===== src/rtl/mul_seq_32_if.sv =====
// Start/done handshake and operand/product bus between a multiply requester
// (master) and the sequential multiplier (slave).
interface mul_seq_32_if;
    logic        start;
    logic [31:0] op_a;
    logic [31:0] op_b;
    logic        ready;
    logic        busy;
    logic        done;
    logic [63:0] prod;

    modport master (output start, op_a, op_b, input ready, busy, done, prod);
    modport slave  (input start, op_a, op_b, output ready, busy, done, prod);
endinterface


===== src/rtl/mul_seq_32.sv =====
// Sequential 32x32 unsigned shift-add multiplier reusing one CLA_32 adder.
// Optional MUL_ZERO_SKIP_EN: a zero operand finishes straight IDLE->DONE.
module mul_seq_32 #(
    parameter int WIDTH = 32,
    parameter int CNT_W = 6
) (
    input  logic         clk,
    input  logic         rst,
    mul_seq_32_if.slave  bus
);
    typedef enum logic [1:0] {IDLE, RUN, DONE} state_t;

    state_t             state;
    state_t             state_nxt;
    logic [WIDTH-1:0]   mcand;
    logic [WIDTH-1:0]   hi;
    logic [WIDTH-1:0]   lo;
    logic [CNT_W-1:0]   cnt;
    logic [WIDTH-1:0]   sum;
    logic               co;
    logic               zero_op;

    CLA_32 u_cla (
        .A   (hi),
        .B   (mcand),
        .Cin (1'b0),
        .S   (sum),
        .Co  (co)
    );

`ifdef MUL_ZERO_SKIP_EN
    assign zero_op = (bus.op_a == '0) || (bus.op_b == '0);
`else
    assign zero_op = 1'b0;
`endif

    always_ff @(posedge clk) begin
        if (rst) state <= IDLE;
        else     state <= state_nxt;
    end

    always_comb begin
        // NOTE: default first so every path assigns state_nxt; otherwise a latch is inferred.
        state_nxt = state;
        unique case (state)
            IDLE: if (bus.start) state_nxt = zero_op ? DONE : RUN;
            RUN:  if (cnt == CNT_W'(WIDTH - 1)) state_nxt = DONE;
            DONE: state_nxt = IDLE;
            default: state_nxt = IDLE;
        endcase
    end

    always_comb begin
        bus.ready = (state == IDLE);
        bus.busy  = (state == RUN);
        bus.done  = (state == DONE);
        bus.prod  = {hi, lo};
    end

    // NOTE: registered state uses non-blocking assignments so all registers update from pre-edge values.
    always_ff @(posedge clk) begin
        if (rst) begin
            mcand <= '0;
            hi    <= '0;
            lo    <= '0;
            cnt   <= '0;
        end else begin
            unique case (state)
                IDLE: if (bus.start) begin
                    mcand <= bus.op_a;
                    hi    <= '0;
                    lo    <= zero_op ? '0 : bus.op_b;
                    cnt   <= '0;
                end
                RUN: begin
                    // Add-and-shift: the adder carry becomes the new MSB of hi.
                    if (lo[0]) {hi, lo} <= {co, sum, lo[WIDTH-1:1]};
                    else       {hi, lo} <= {1'b0, hi, lo[WIDTH-1:1]};
                    cnt <= cnt + CNT_W'(1);
                end
                default: ;
            endcase
        end
    end
endmodule

// Two-level carry-lookahead adder: 4-bit group generate/propagate feed a
// lookahead carry chain across the eight groups.
module CLA_32 (
    input  logic [31:0] A,
    input  logic [31:0] B,
    input  logic        Cin,
    output logic [31:0] S,
    output logic        Co
);
    logic [31:0] g;
    logic [31:0] p;
    logic [7:0]  gg;
    logic [7:0]  gp;
    logic [8:0]  bc;
    logic [31:0] c;

    assign g = A & B;
    assign p = A ^ B;

    always_comb begin
        gg = '0;
        gp = '0;
        bc = '0;
        c  = '0;
        for (int k = 0; k < 8; k++) begin
            gg[k] = g[4*k+3] | (p[4*k+3] & g[4*k+2])
                  | (p[4*k+3] & p[4*k+2] & g[4*k+1])
                  | (p[4*k+3] & p[4*k+2] & p[4*k+1] & g[4*k]);
            gp[k] = &p[4*k +: 4];
        end
        bc[0] = Cin;
        for (int k = 0; k < 8; k++) begin
            bc[k+1] = gg[k] | (gp[k] & bc[k]);
        end
        for (int k = 0; k < 8; k++) begin
            c[4*k] = bc[k];
            for (int j = 1; j < 4; j++) begin
                c[4*k+j] = g[4*k+j-1] | (p[4*k+j-1] & c[4*k+j-1]);
            end
        end
        S  = p ^ c;
        Co = bc[8];
    end
endmodule


===== src/flat_wrapper.sv =====
// flat-port wrapper written by rule: the top's interface ports become plain ports
module mul_seq_32_flat 
#(
    parameter int WIDTH = 32,
    parameter int CNT_W = 6
)
  (clk, rst, bus_start, bus_op_a, bus_op_b, bus_ready, bus_busy, bus_done, bus_prod);
  mul_seq_32_if bus_i ();
  input  logic clk;
  input  logic rst;
  input wire logic [$bits(bus_i.start)-1:0] bus_start;
  input wire logic [$bits(bus_i.op_a)-1:0] bus_op_a;
  input wire logic [$bits(bus_i.op_b)-1:0] bus_op_b;
  output wire logic [$bits(bus_i.ready)-1:0] bus_ready;
  output wire logic [$bits(bus_i.busy)-1:0] bus_busy;
  output wire logic [$bits(bus_i.done)-1:0] bus_done;
  output wire logic [$bits(bus_i.prod)-1:0] bus_prod;
  assign bus_i.start = bus_start;
  assign bus_i.op_a = bus_op_a;
  assign bus_i.op_b = bus_op_b;
  assign bus_ready = bus_i.ready;
  assign bus_busy = bus_i.busy;
  assign bus_done = bus_i.done;
  assign bus_prod = bus_i.prod;
  mul_seq_32 #(.WIDTH(WIDTH), .CNT_W(CNT_W)) u_core (.clk(clk), .rst(rst), .bus(bus_i));
endmodule

===== config.mk =====
export PLATFORM = sky130hd
export DESIGN_NAME = mul_seq_32_flat
export DESIGN_NICKNAME = d
export VERILOG_FILES = /design/src/rtl/mul_seq_32_if.sv /design/src/rtl/mul_seq_32.sv /design/src/flat_wrapper.sv
export SDC_FILE = /design/constraint.sdc
export NUM_CORES = 1
export LEC_CHECK = 0
export CAP_MARGIN = 20
export CORE_ASPECT_RATIO = 0.75
export CORE_MARGIN = 2
export CORE_UTILIZATION = 51
export CTS_CLUSTER_SIZE = 25
export DETAILED_ROUTE_END_ITERATION = 8
export HOLD_SLACK_MARGIN = 0.1
export PLACE_DENSITY_LB_ADDON = 0.1
export SYNTH_ARGS = -nofsm -noshare
export SYNTH_HDL_FRONTEND = slang
export SYNTH_HIERARCHICAL = 1
export SYNTH_SLANG_ARGS = --single-unit

===== constraint.sdc =====
create_clock -name clk -period 3.77 [get_ports clk]
set_clock_uncertainty 0.05 [all_clocks]
set_input_delay 0.377 -clock clk [delete_from_list [all_inputs] [get_ports clk]]
set_output_delay 0.377 -clock clk [all_outputs]
set_load 0.02 [all_outputs]

* Yosys cells after proc, flatten, opt, wreduce, memory -nomap -nowiden
Index checks and enable logic that the tools add are counted.
** Storage, ports and cells
- Register bits :: 104
- Input bits :: 67
- Output and inout bits :: 67
- Logic and storage cells :: 161
** Operators by class
- Add/sub/neg operators :: 1
- Equality and inequality tests :: 5
- Muxes and demuxes :: 11
- Bitwise logic cells :: 127
- Reduce and logical (&&, ||, !) cells :: 12
** Operators by type and width (count)
- $mux W32 :: 4
- $pmux W32 S2 :: 2
- $and A1 B1 Y1 :: 70
- $xor A32 B32 Y32 :: 2
- $or A1 B1 Y1 :: 54
- $and A32 B32 Y32 :: 1
- $reduce_and A4 Y1 :: 7
- $pmux W6 S2 :: 1
- $add A6 B1 Y6 const B :: 1
- $eq A6 B5 Y1 const B :: 1
- $mux W6 :: 1
- $reduce_and A2 Y1 :: 3
- $mux W2 :: 2
- $pmux W2 S2 :: 1
- $eq A2 B1 Y1 const B :: 1
- $eq A2 B2 Y1 const B :: 1
- $logic_not A2 Y1 :: 1
- $ne A2 B1 Y1 const B :: 1
- $ne A2 B2 Y1 const B :: 1
- $reduce_bool A2 Y1 :: 1

* Depth between registers and ports, before layout
Gate-level depths: netlist of the first run.
- Word-level depth :: 26
- Gate-level depth with buffers :: 14

* By module
Netlist of the first run, hierarchy kept.
** By module, submodules not included
- mul_seq_32 :: times used 1, cells each 509, area each 4425.5 um^2, sequential area each 2082.0 um^2
- CLA_32 :: times used 1, cells each 141, area each 1375.1 um^2, sequential area each 0.0 um^2

* Least setup slack after synthesis of the first run
OpenSTA, ideal clock, no wires.
- Kind :: register to register
- From :: register u_core.hi[2]
- To :: register u_core.hi[26]
- Arrival time :: 3.312 ns
- Path slack :: 0.275 ns
- Cell stages (with the launch flop) :: 15
- Buffers on the path :: 0
- Period minus slack after synthesis :: 3.495 ns
- Path through :: dfxtp_1 ha_1 a21oi_1 nor2b_1 o31ai_2 a311oi_2 o31ai_2 nand2b_1 fa_1 fa_1 fa_1 xor2_1 mux2_2 nand2_1 a21oi_1
** On the way
- Longest elaborated chain between the ends :: 24
- Elaborated cells between the ends (all ways) :: 29
** RTL lines
- start, declared :: line mul_seq_32.sv:16 : logic [WIDTH-1:0] hi;
- start signal, assigned :: line mul_seq_32.sv:77 : if (lo[0]) {hi, lo} <= {co, sum, lo[WIDTH-1:1]};
- start signal, assigned :: line mul_seq_32.sv:78 : else {hi, lo} <= {1'b0, hi, lo[WIDTH-1:1]};
- $and A32 B32 Y32 / $xor A32 B32 Y32 (equally long branches) :: line mul_seq_32.sv:103, mul_seq_32.sv:104
- $and A1 B1 Y1 (on tied branches) :: line mul_seq_32.sv:112, mul_seq_32.sv:113, mul_seq_32.sv:114
- $or A1 B1 Y1 (tied with other cells) :: line mul_seq_32.sv:112 : gg[k] = g[4*k+3] | (p[4*k+3] & g[4*k+2])
- $or A1 B1 Y1 / $and A1 B1 Y1 (equally long branches) :: line mul_seq_32.sv:113, mul_seq_32.sv:114
- $or A1 B1 Y1 (*) :: line mul_seq_32.sv:114 : | (p[4*k+3] & p[4*k+2] & p[4*k+1] & g[4*k]);
- $and A1 B1 Y1 (*) :: line mul_seq_32.sv:119 : bc[k+1] = gg[k] | (gp[k] & bc[k]);
- $or A1 B1 Y1 (*) :: line mul_seq_32.sv:119
- $and A1 B1 Y1 (*) :: line mul_seq_32.sv:119
- [9 not listed]
- $and A1 B1 Y1 (*) :: line mul_seq_32.sv:124 : c[4*k+j] = g[4*k+j-1] | (p[4*k+j-1] & c[4*k+j-1]);
- $or A1 B1 Y1 (*) :: line mul_seq_32.sv:124
- $and A1 B1 Y1 (*) :: line mul_seq_32.sv:124
- $or A1 B1 Y1 (*) :: line mul_seq_32.sv:124
- $xor A32 B32 Y32 (*) :: line mul_seq_32.sv:127 : S = p ^ c;
- named net u_core.sum[27] :: line mul_seq_32.sv:19 : logic [WIDTH-1:0] sum;
- $mux W32 (*) :: line mul_seq_32.sv:77
- $pmux W32 S2 (*) :: line mul_seq_32.sv:68 : unique case (state)
Mark *: on every way through the listed nets, which the timed path passes. The rest lies on a longest branch.
A chain may end at the register's enable or synchronous reset.

* Worst setup path after layout of the first run
- From :: register u_core.mcand[3]
- To :: register u_core.hi[30]
** On the way
- Longest elaborated chain between the ends :: 26
- Elaborated cells between the ends (all ways) :: 31
** RTL lines
- start, declared :: line mul_seq_32.sv:15 : logic [WIDTH-1:0] mcand;
- start signal, assigned :: line mul_seq_32.sv:70 : mcand <= bus.op_a;
- $xor A32 B32 Y32 :: line mul_seq_32.sv:104 : assign p = A ^ B;
- $and A1 B1 Y1 (on tied branches) :: line mul_seq_32.sv:112, mul_seq_32.sv:113, mul_seq_32.sv:114
- $or A1 B1 Y1 (tied with other cells) :: line mul_seq_32.sv:112
- $or A1 B1 Y1 / $and A1 B1 Y1 (equally long branches) :: line mul_seq_32.sv:113, mul_seq_32.sv:114
- $or A1 B1 Y1 (*) :: line mul_seq_32.sv:114
- $and A1 B1 Y1 (*) :: line mul_seq_32.sv:119
- $or A1 B1 Y1 (*) :: line mul_seq_32.sv:119
- $and A1 B1 Y1 (*) :: line mul_seq_32.sv:119
- [11 not listed]
- $and A1 B1 Y1 (*) :: line mul_seq_32.sv:124
- $or A1 B1 Y1 (*) :: line mul_seq_32.sv:124
- $and A1 B1 Y1 (*) :: line mul_seq_32.sv:124
- $or A1 B1 Y1 (*) :: line mul_seq_32.sv:124
- $xor A32 B32 Y32 (*) :: line mul_seq_32.sv:127
- named net u_core.sum[31] :: line mul_seq_32.sv:19
- $mux W32 (*) :: line mul_seq_32.sv:77
- $pmux W32 S2 (*) :: line mul_seq_32.sv:68
Marks and branches as above.

==> reports/summary.txt, run 1 <==
Status - finished clean
Chip Width - 127 um
DRT Pass-1 Iters - 4
CTS H-tree depth - 3
Part of the Yosys area used for sequential elements - 35.9%
RSZ-0062 raised after global routing - no
MaxCap Viol Count - 0
Clock share of power - 33.2%
CTS sink count - 104
Longest Clk Path Bufs - 2
DR vias - 5040
Number of global-route vias before repair - 4859
Gate power share - 19.5%
Clk slew on worst S/H paths - 60 ps
GRT overflow - 0
Worst vdd ir - 0.000224 V
Row cnt - 33
Area delta synth->final - 29.0%
Reg power frac - 47.3%
Mux share of post-synthesis cell area - 6.19%
Worst setup EP type - flop
Leakage - 3.02 nW
Max-slew violation count - 0
Met1 Usage GRT - 33.5%
Power per Cell Area - 343 nW/um^2
Synth Area in Adders - 15.4%
Root Driver - clkbuf_16
Leading cell type in the layout, fill and taps excluded - clkdlybuf4s50_1
Required time worst endpoint - 3940 ps
DRT Wirelength - 14700 um
Die area - 12300 sq um
Routed WL per cell - 16.2 um
Largest net degree at the start of global routing - 105
Layout cells sized above 1 - 11.6%
I/O pin count - 134
Initial antenna violation count - 0
Final hold vios - 0
Worst min-delay path class - in -> reg
Most frequent cells in the layout - clkdlybuf4s50_1 (132), nand2_1 (107), dfxtp_1 (102)
Worst Setup SP - u_core/mcand[3]
Sw Share - 27.7%
Tmin final - 3610 ps
Final core utilization - 67.9%
DRC Markers - 0
Synth cell types - 49
Period utilization - 95.7%
RePlAce Congestion - 0.828
Drt initial violations - 277
Fin Setup TNS - 0 ps
Async set or reset register ratio after synthesis - 0%
Nets - 888
Post-CTS Hold Buffers - 0
Final setup margin - 163 ps
Design Power - 2.57 mW
Syn Area/Cell - 8.92 sq um
Final setup fails - 0
Via density - 5.54
Reg2reg start - u_core/mcand[3]
Port-buffer cells - 133
First-pass GRT wire length - 24000 um
Compound-cell area share of the yosys netlist - 18.2%
Post-synth EDFFs - 0
Flop and latch count out of synthesis - 104
Slew headroom - 39.9%
Hold Startpoint - rst
Final ANT Viol Nets - 0
Starting density of the core - 52.6%
Synth Area in Simple Gates - 15.9%
Total track usage - 24.6%
Fmax - 277 MHz
Synth Area in XOR/XNOR - 1.21%
Largest family of logic cells by synthesized area - compound AO/OA/AOI/OAI gates
Met2 Use GR - 40.0%
Tightest Pin Transition - 900 ps
Num CTS Buffers - 9
DIE HEIGHT - 96.4 um
CTS tree - done
Setup Crit Path Kind - reg -> reg
Highest net fanout along the worst path - 3
Worst-Skew Late Latency - 340 ps
Diode count - 0
Core area - 11000 sq um
Startpoint Class - flop
Switching power of the nets - 0.711 mW
Pre-CTS setup slack - 7.47 ps
Met3 Use GR - 6.00%
Post-synthesis cell count - 650
Grt peak-use layer - met2
Mapped Area - 5800 sq um
Yosys warns - 6
Top FF cell, synth - dfxtp_1
P_int - 1.85 mW
DP HPWL - 9820 um
CP Data Arrival Time - 3770 ps
[timing repair]
action                                 CTS  global route
setup endpoints to repair                1             4
gates resized for setup                  2             8
buffers inserted                         1             1
endpoints found under the hold margin    0             0
pin swaps                                3             6
[sequential cells by signal (all words and copies together), names as in the netlist]
name	count
u_core/hi	32
u_core/lo	32
u_core/mcand	32
u_core/cnt	6
u_core/state	2
[synthesized netlist by cell type (12+ instances only)]
cell type	n	share of area [%]
nor2_1	42	2.7
nand3_1	42	3.6
a21oi_1	90	7.8
fa_1	24	8.3
dfxtp_1	104	36
ha_1	33	7.1
clkbuf_1	20	1.3
buf_2	12	1.0
inv_1	36	2.3
mux2_2	31	6.0
nand2_1	107	6.9
o221a_1	16	3.1
[cell type report]
type                            instances  area (sq um)
Tap cell                              140           175
Timing Repair Buffer                  147          1450
Inverter                               38           143
Fill cell                             886          3540
Clock buffer                           12           246
Multi-Input combinational cell        464          3360
Sequential cell                       104          2080
Clock inverter                          4          20.0
[layer usage]
metal	up-vias	routed length, um
met5	-	0
met4	0	121
met3	11	739
met2	123	6960
met1	2418	6930
li1	2488	-
[cell families after synthesis]
| kind of cell | count (synthesis) |
|---|---|
| AO/OA/AOI/OAI | 154 |
| XOR/XNOR | 8 |
| adder cells (fa/ha/maj) | 57 |
| buffers and inverters | 83 |
| flip-flops | 104 |
| multiplexers | 32 |
| other | 1 |
| AND/OR/NAND/NOR | 211 |
[through the flow]
step / instances / hold WS (ps) / cell area (sq um)
after global routing: 909 / 379 / 7480
after CTS: 907 / 412 / 7420
after detailed placement: 890 / 403 / 7130
after global placement: 890 / 402 / 7130
after floorplan: 651 / 390 / 5800
final: 909 / 389 / 7480
[power groups by stage]
stage | logic, mW | clock network (mW) | registers [mW]
global route | 0.542 | 0.928 | 1.22
CTS | 0.496 | 0.878 | 1.21
detailed placement | 0.491 | 0 | 1.24
global placement | 0.483 | 0 | 1.23
floorplan | 0.252 | 0 | 1.27
finish | 0.500 | 0.852 | 1.21
[path summary, 6_finish.rpt]
path / to / slack [ps] / cells after the start
max reg2reg: u_core/hi[30] / 160 / 13
min reg2reg: u_core/mcand[19] / 410 / 2
max: u_core/hi[30] / 160 / 13
min: u_core/mcand[5] / 390 / 2
[worst max-delay path: stages, from the launching register on]
cell and delay [ps]:
dfxtp_1 380, ha_4 230, nor2b_1 160, o31ai_2 350, a311oi_2 220, o31ai_2 320
o21bai_1 150, fa_2 350, fa_2 350, fa_1 380, xor2_1 150, mux2_2 260
nand2_1 60, a21oi_1 60
(Power assumes the default switching activity.)
==> run 2, diff against run 1 <==
--- a/config.mk
+++ b/config.mk
@@ -5,10 +5,11 @@
 export SDC_FILE = /design/constraint.sdc
 export NUM_CORES = 1
 export LEC_CHECK = 0
+export ABC_AREA = 1
 export CAP_MARGIN = 20
 export CORE_ASPECT_RATIO = 0.75
-export CORE_MARGIN = 2
-export CORE_UTILIZATION = 51
+export CORE_MARGIN = 5
+export CORE_UTILIZATION = 52
 export CTS_CLUSTER_SIZE = 25
 export DETAILED_ROUTE_END_ITERATION = 8
 export HOLD_SLACK_MARGIN = 0.1
==> run 2 against run 1 <==
Worst setup slack improved by 130 ps. First-iteration DRC count increased by 4.7%. Sequential power is essentially flat. Register-to-register slack improved by 130 ps. Power increased by 6.8%. Critical path depth rose by 12. Synthesized cell count grew 35%. Area after synthesis grew 6.0%. Fmax is 3.6% higher. Flip-flop and latch count did not move. Critical path type unchanged. Largest power group unchanged.
==> reports/summary.txt, run 2 <==
Status - finished clean (unchanged)
RePlAce Congestion - 0.771 (was 0.828)
CTS sink count - 104 (unchanged)
Count leader, synth - nand2_1 (unchanged)
Hold Startpoint - u_core/mcand[27] (was rst)
DP HPWL - 10300 um (was 9820 um)
Fin Setup TNS - 0 ps (unchanged)
Syn Area/Cell - 6.99 sq um (was 8.92 sq um)
Worst-Skew Late Latency - 340 ps (about the same)
Hold path endpoint - u_core/mcand[27] (was u_core/mcand[5])
Post-CTS Hold Buffers - 0 (unchanged)
Final hold vios - 0 (unchanged)
Yosys warns - 6 (unchanged)
WHS - 446 ps (was 389 ps)
Final setup fails - 0 (unchanged)
Highest net fanout along the worst path - 4 (was 3)
MaxCap Viol Count - 0 (unchanged)
Sw Share - 27.4% (was 27.7%)
DIE HEIGHT - 104 um (was 96.4 um)
Worst min-delay path class - reg -> reg (was in -> reg)
Fmax - 287 MHz (was 277 MHz)
Largest net degree at the start of global routing - 49 (was 105)
Mapped Area - 6150 sq um (was 5800 sq um)
Cell area after layout - 7880 sq um (was 7480 sq um)
Worst hold stages - 2 (unchanged)
Register area - 2080 sq um (about the same)
Port-buffer cells - 133 (unchanged)
Tightest Pin Transition - 760 ps (was 900 ps)
Setup Crit Path Kind - reg -> reg (unchanged)
Layout cells sized above 1 - 5.35% (was 11.6%)
Gate power share - 19.2% (was 19.5%)
Part of the Yosys area used for sequential elements - 33.9% (was 35.9%)
Root Driver - clkbuf_16 (unchanged)
Max-slew violation count - 0 (unchanged)
I/O pin count - 134 (unchanged)
Required time worst endpoint - 3990 ps (was 3940 ps)
Post-synthesis cell count - 879 (was 650)
Clk slew on worst S/H paths - 70 ps (was 60 ps)
Largest regs - u_core/hi: 32 flops, u_core/lo: 32 flops, u_core/mcand: 32 flops (unchanged)
Num CTS Buffers - 9 (unchanged)
DR vias - 5667 (was 5040)
R2R Path End - u_core/hi[30] (unchanged)
Total track usage - 21.6% (was 24.6%)
Commonest cells post-synth - nand2_1 (232), inv_1 (127), nor2_1 (115), dfxtp_1 (104), a21oi_1 (45) (was nand2_1 (107), dfxtp_1 (104), a21oi_1 (90), nand3_1 (42), nor2_1 (42))
Switching power of the nets - 0.750 mW (was 0.711 mW)
Initial antenna violation count - 0 (unchanged)
Diode count - 0 (unchanged)
Fillers - 1029 (was 886)
Area occupied by multi-input gates - 3370 sq um (was 3360 sq um)
P_int - 1.99 mW (was 1.85 mW)
CTS tree - done (unchanged)
GRT overflow - 0 (unchanged)
Tmin final - 3480 ps (was 3610 ps)
Worst setup EP type - flop (unchanged)
Worst vdd ir - 0.000252 V (was 0.000224 V)
Final core utilization - 68.1% (was 67.9%)
Die area - 14100 sq um (was 12300 sq um)
Top FF cell, synth - dfxtp_1 (unchanged)
Post-synth EDFFs - 0 (unchanged)
Reg power frac - 44.7% (was 47.3%)
Period utilization - 92.3% (was 95.7%)
CP Data Arrival Time - 3700 ps (was 3770 ps)
Setup Buffers After CTS - 0 (was 1)
First-pass GRT wire length - 25200 um (was 24000 um)
Startpoint Class - flop (unchanged)
Post-DP Area - 7560 sq um (was 7130 sq um)
Via density - 4.92 (was 5.54)
Reg2reg start - u_core/hi[3] (was u_core/mcand[3])
Most frequent cells in the layout - nand2_1 (232), clkdlybuf4s50_1 (133), inv_1 (126) (was clkdlybuf4s50_1 (132), nand2_1 (107), dfxtp_1 (102))
DRT Pass-1 Iters - 4 (unchanged)
Row cnt - 34 (was 33)
Top-area cell type share of the netlist area - 33.9% (was 35.9%)
DRC Markers - 0 (unchanged)
R2R Setup Slk - 290 ps (was 160 ps)
Starting density of the core - 53.1% (was 52.6%)
Synth cell types - 27 (was 49)
Area delta synth->final - 28.3% (was 29.0%)
Leading cell type in the layout, fill and taps excluded - nand2_1 (was clkdlybuf4s50_1)
Core area - 11600 sq um (was 11000 sq um)
Synth area leader - dfxtp_1 (unchanged)
FF-to-FF path depth - 25 (was 13)
Slew headroom - 49.2% (was 39.9%)
CTS H-tree depth - 3 (unchanged)
Routed WL per cell - 13.2 um (was 16.2 um)
Clock share of power - 36.1% (was 33.2%)
DRT Wirelength - 15200 um (was 14700 um)
Longest Clk Path Bufs - 2 (unchanged)
Nets - 1112 (was 888)
Leakage - 3.72 nW (was 3.02 nW)
Top cells by area, synth - dfxtp_1 (34%), nand2_1 (14%), fa_1 (7.8%) (was dfxtp_1 (36%), fa_1 (8.3%), a21oi_1 (7.8%))
Power per Cell Area - 347 nW/um^2 (was 343 nW/um^2)
Number of global-route vias before repair - 5103 (was 4859)
Chip Width - 136 um (was 127 um)
Drt initial violations - 290 (was 277)
Async set or reset register ratio after synthesis - 0% (unchanged)
Flop and latch count out of synthesis - 104 (unchanged)
Final ANT Viol Nets - 0 (unchanged)
-- run 2: cell count changes after synthesis, sizes merged, moves of 28 or more --
| cell | change |
|---|---|
| nand2 | +143 |
| inv | +91 |
| nor2 | +77 |
| a21oi | -48 |
| mux2 | -31 |
| o211ai | +31 |
| o21ai | +28 |
-- run 2: critical path: stages, from the launching register on --
cell	delay, ps
dfxtp_1	430
ha_4	250
nand2_1	60
nand2_1	50
nor2_1	120
nand2_2	80
nand2_2	60
nand2_2	60
nand2_2	60
nand2_2	60
nand2_2	60
nand2_2	70
nand2_2	70
nand2_2	60
nand2_2	70
nand2_2	70
nand2_2	70
nand2_2	60
fa_1	380
fa_1	390
fa_1	390
xor2_1	140
nand2_1	60
nand2_1	80
nand2_1	50
a21oi_1	140
-- run 2: cell type report --
class	instances	area share (%)
clock buffers	10	3.03
well taps	162	2.57
inverters	129	6.14
repair buffers	143	18.3
flip-flops and latches	104	26.4
multi-input cells	601	42.7
clock inverters	4	0.889
-- run 2: per-layer routing --
| layer | share of wire [%] | vias to the layer above | track usage [%] |
|---|---|---|---|
| li1 | - | 2941 | - |
| met1 | 49 | 2574 | 30.4 |
| met4 | 0.86 | 0 | 4.60 |
| met5 | 0 | - | 0 |
| met3 | 6.2 | 10 | 5.80 |
| met2 | 44 | 142 | 33.4 |
-- run 2: power by group through the flow --
stage          clock network [mW]  logic, mW  registers [mW]
2_1_floorplan                   0      0.275            1.28
6_report                    0.989      0.525            1.22
4_1_cts                      1.01      0.527            1.22
3_5_place_dp                    0      0.523            1.25
5_1_grt                      1.05      0.584            1.24
3_3_place_gp                    0      0.513            1.25
-- run 2: kinds of logic (layout without fill, tap and decap cells) --
kind of cell             count (synthesis)  in the layout  share of synthesized area (%)
buffers and inverters                  175            286                           11.6
flip-flops                             104            104                           33.9
other                                    1              2                         0.0610
AND/OR/NAND/NOR                        416            416                           27.4
XOR/XNOR                                 8              8                           1.14
AO/OA/AOI/OAI                          118            118                           11.4
adder cells (fa/ha/maj)                 57             57                           14.5
-- run 2: worst max-delay path by stage --
stage	from	endpoint	cells past startpoint
detailed placement	u_core/hi[3]	u_core/hi[30]	25
CTS	u_core/hi[3]	u_core/hi[30]	25
global route	u_core/hi[3]	u_core/hi[30]	25
finish	u_core/hi[3]	u_core/hi[30]	25
floorplan	u_core/hi[3]	u_core/hi[30]	25
global placement	u_core/hi[3]	u_core/hi[30]	25
-- run 2: what timing repair did --
action / in CTS / in global routing
hold endpoints to repair: 0 / 0
resized for setup: 0 / 2
endpoints found under the setup margin: 0 / 1
-- run 2: per-stage QoR --
step	power, mW	setup WS, ps	std cells
2_1_floorplan	1.55	366	880
3_3_place_gp	1.76	326	1138
3_5_place_dp	1.77	252	1139
4_1_cts	2.76	229	1153
5_1_grt	2.87	-13.1	1153
6_report	2.74	289	1153
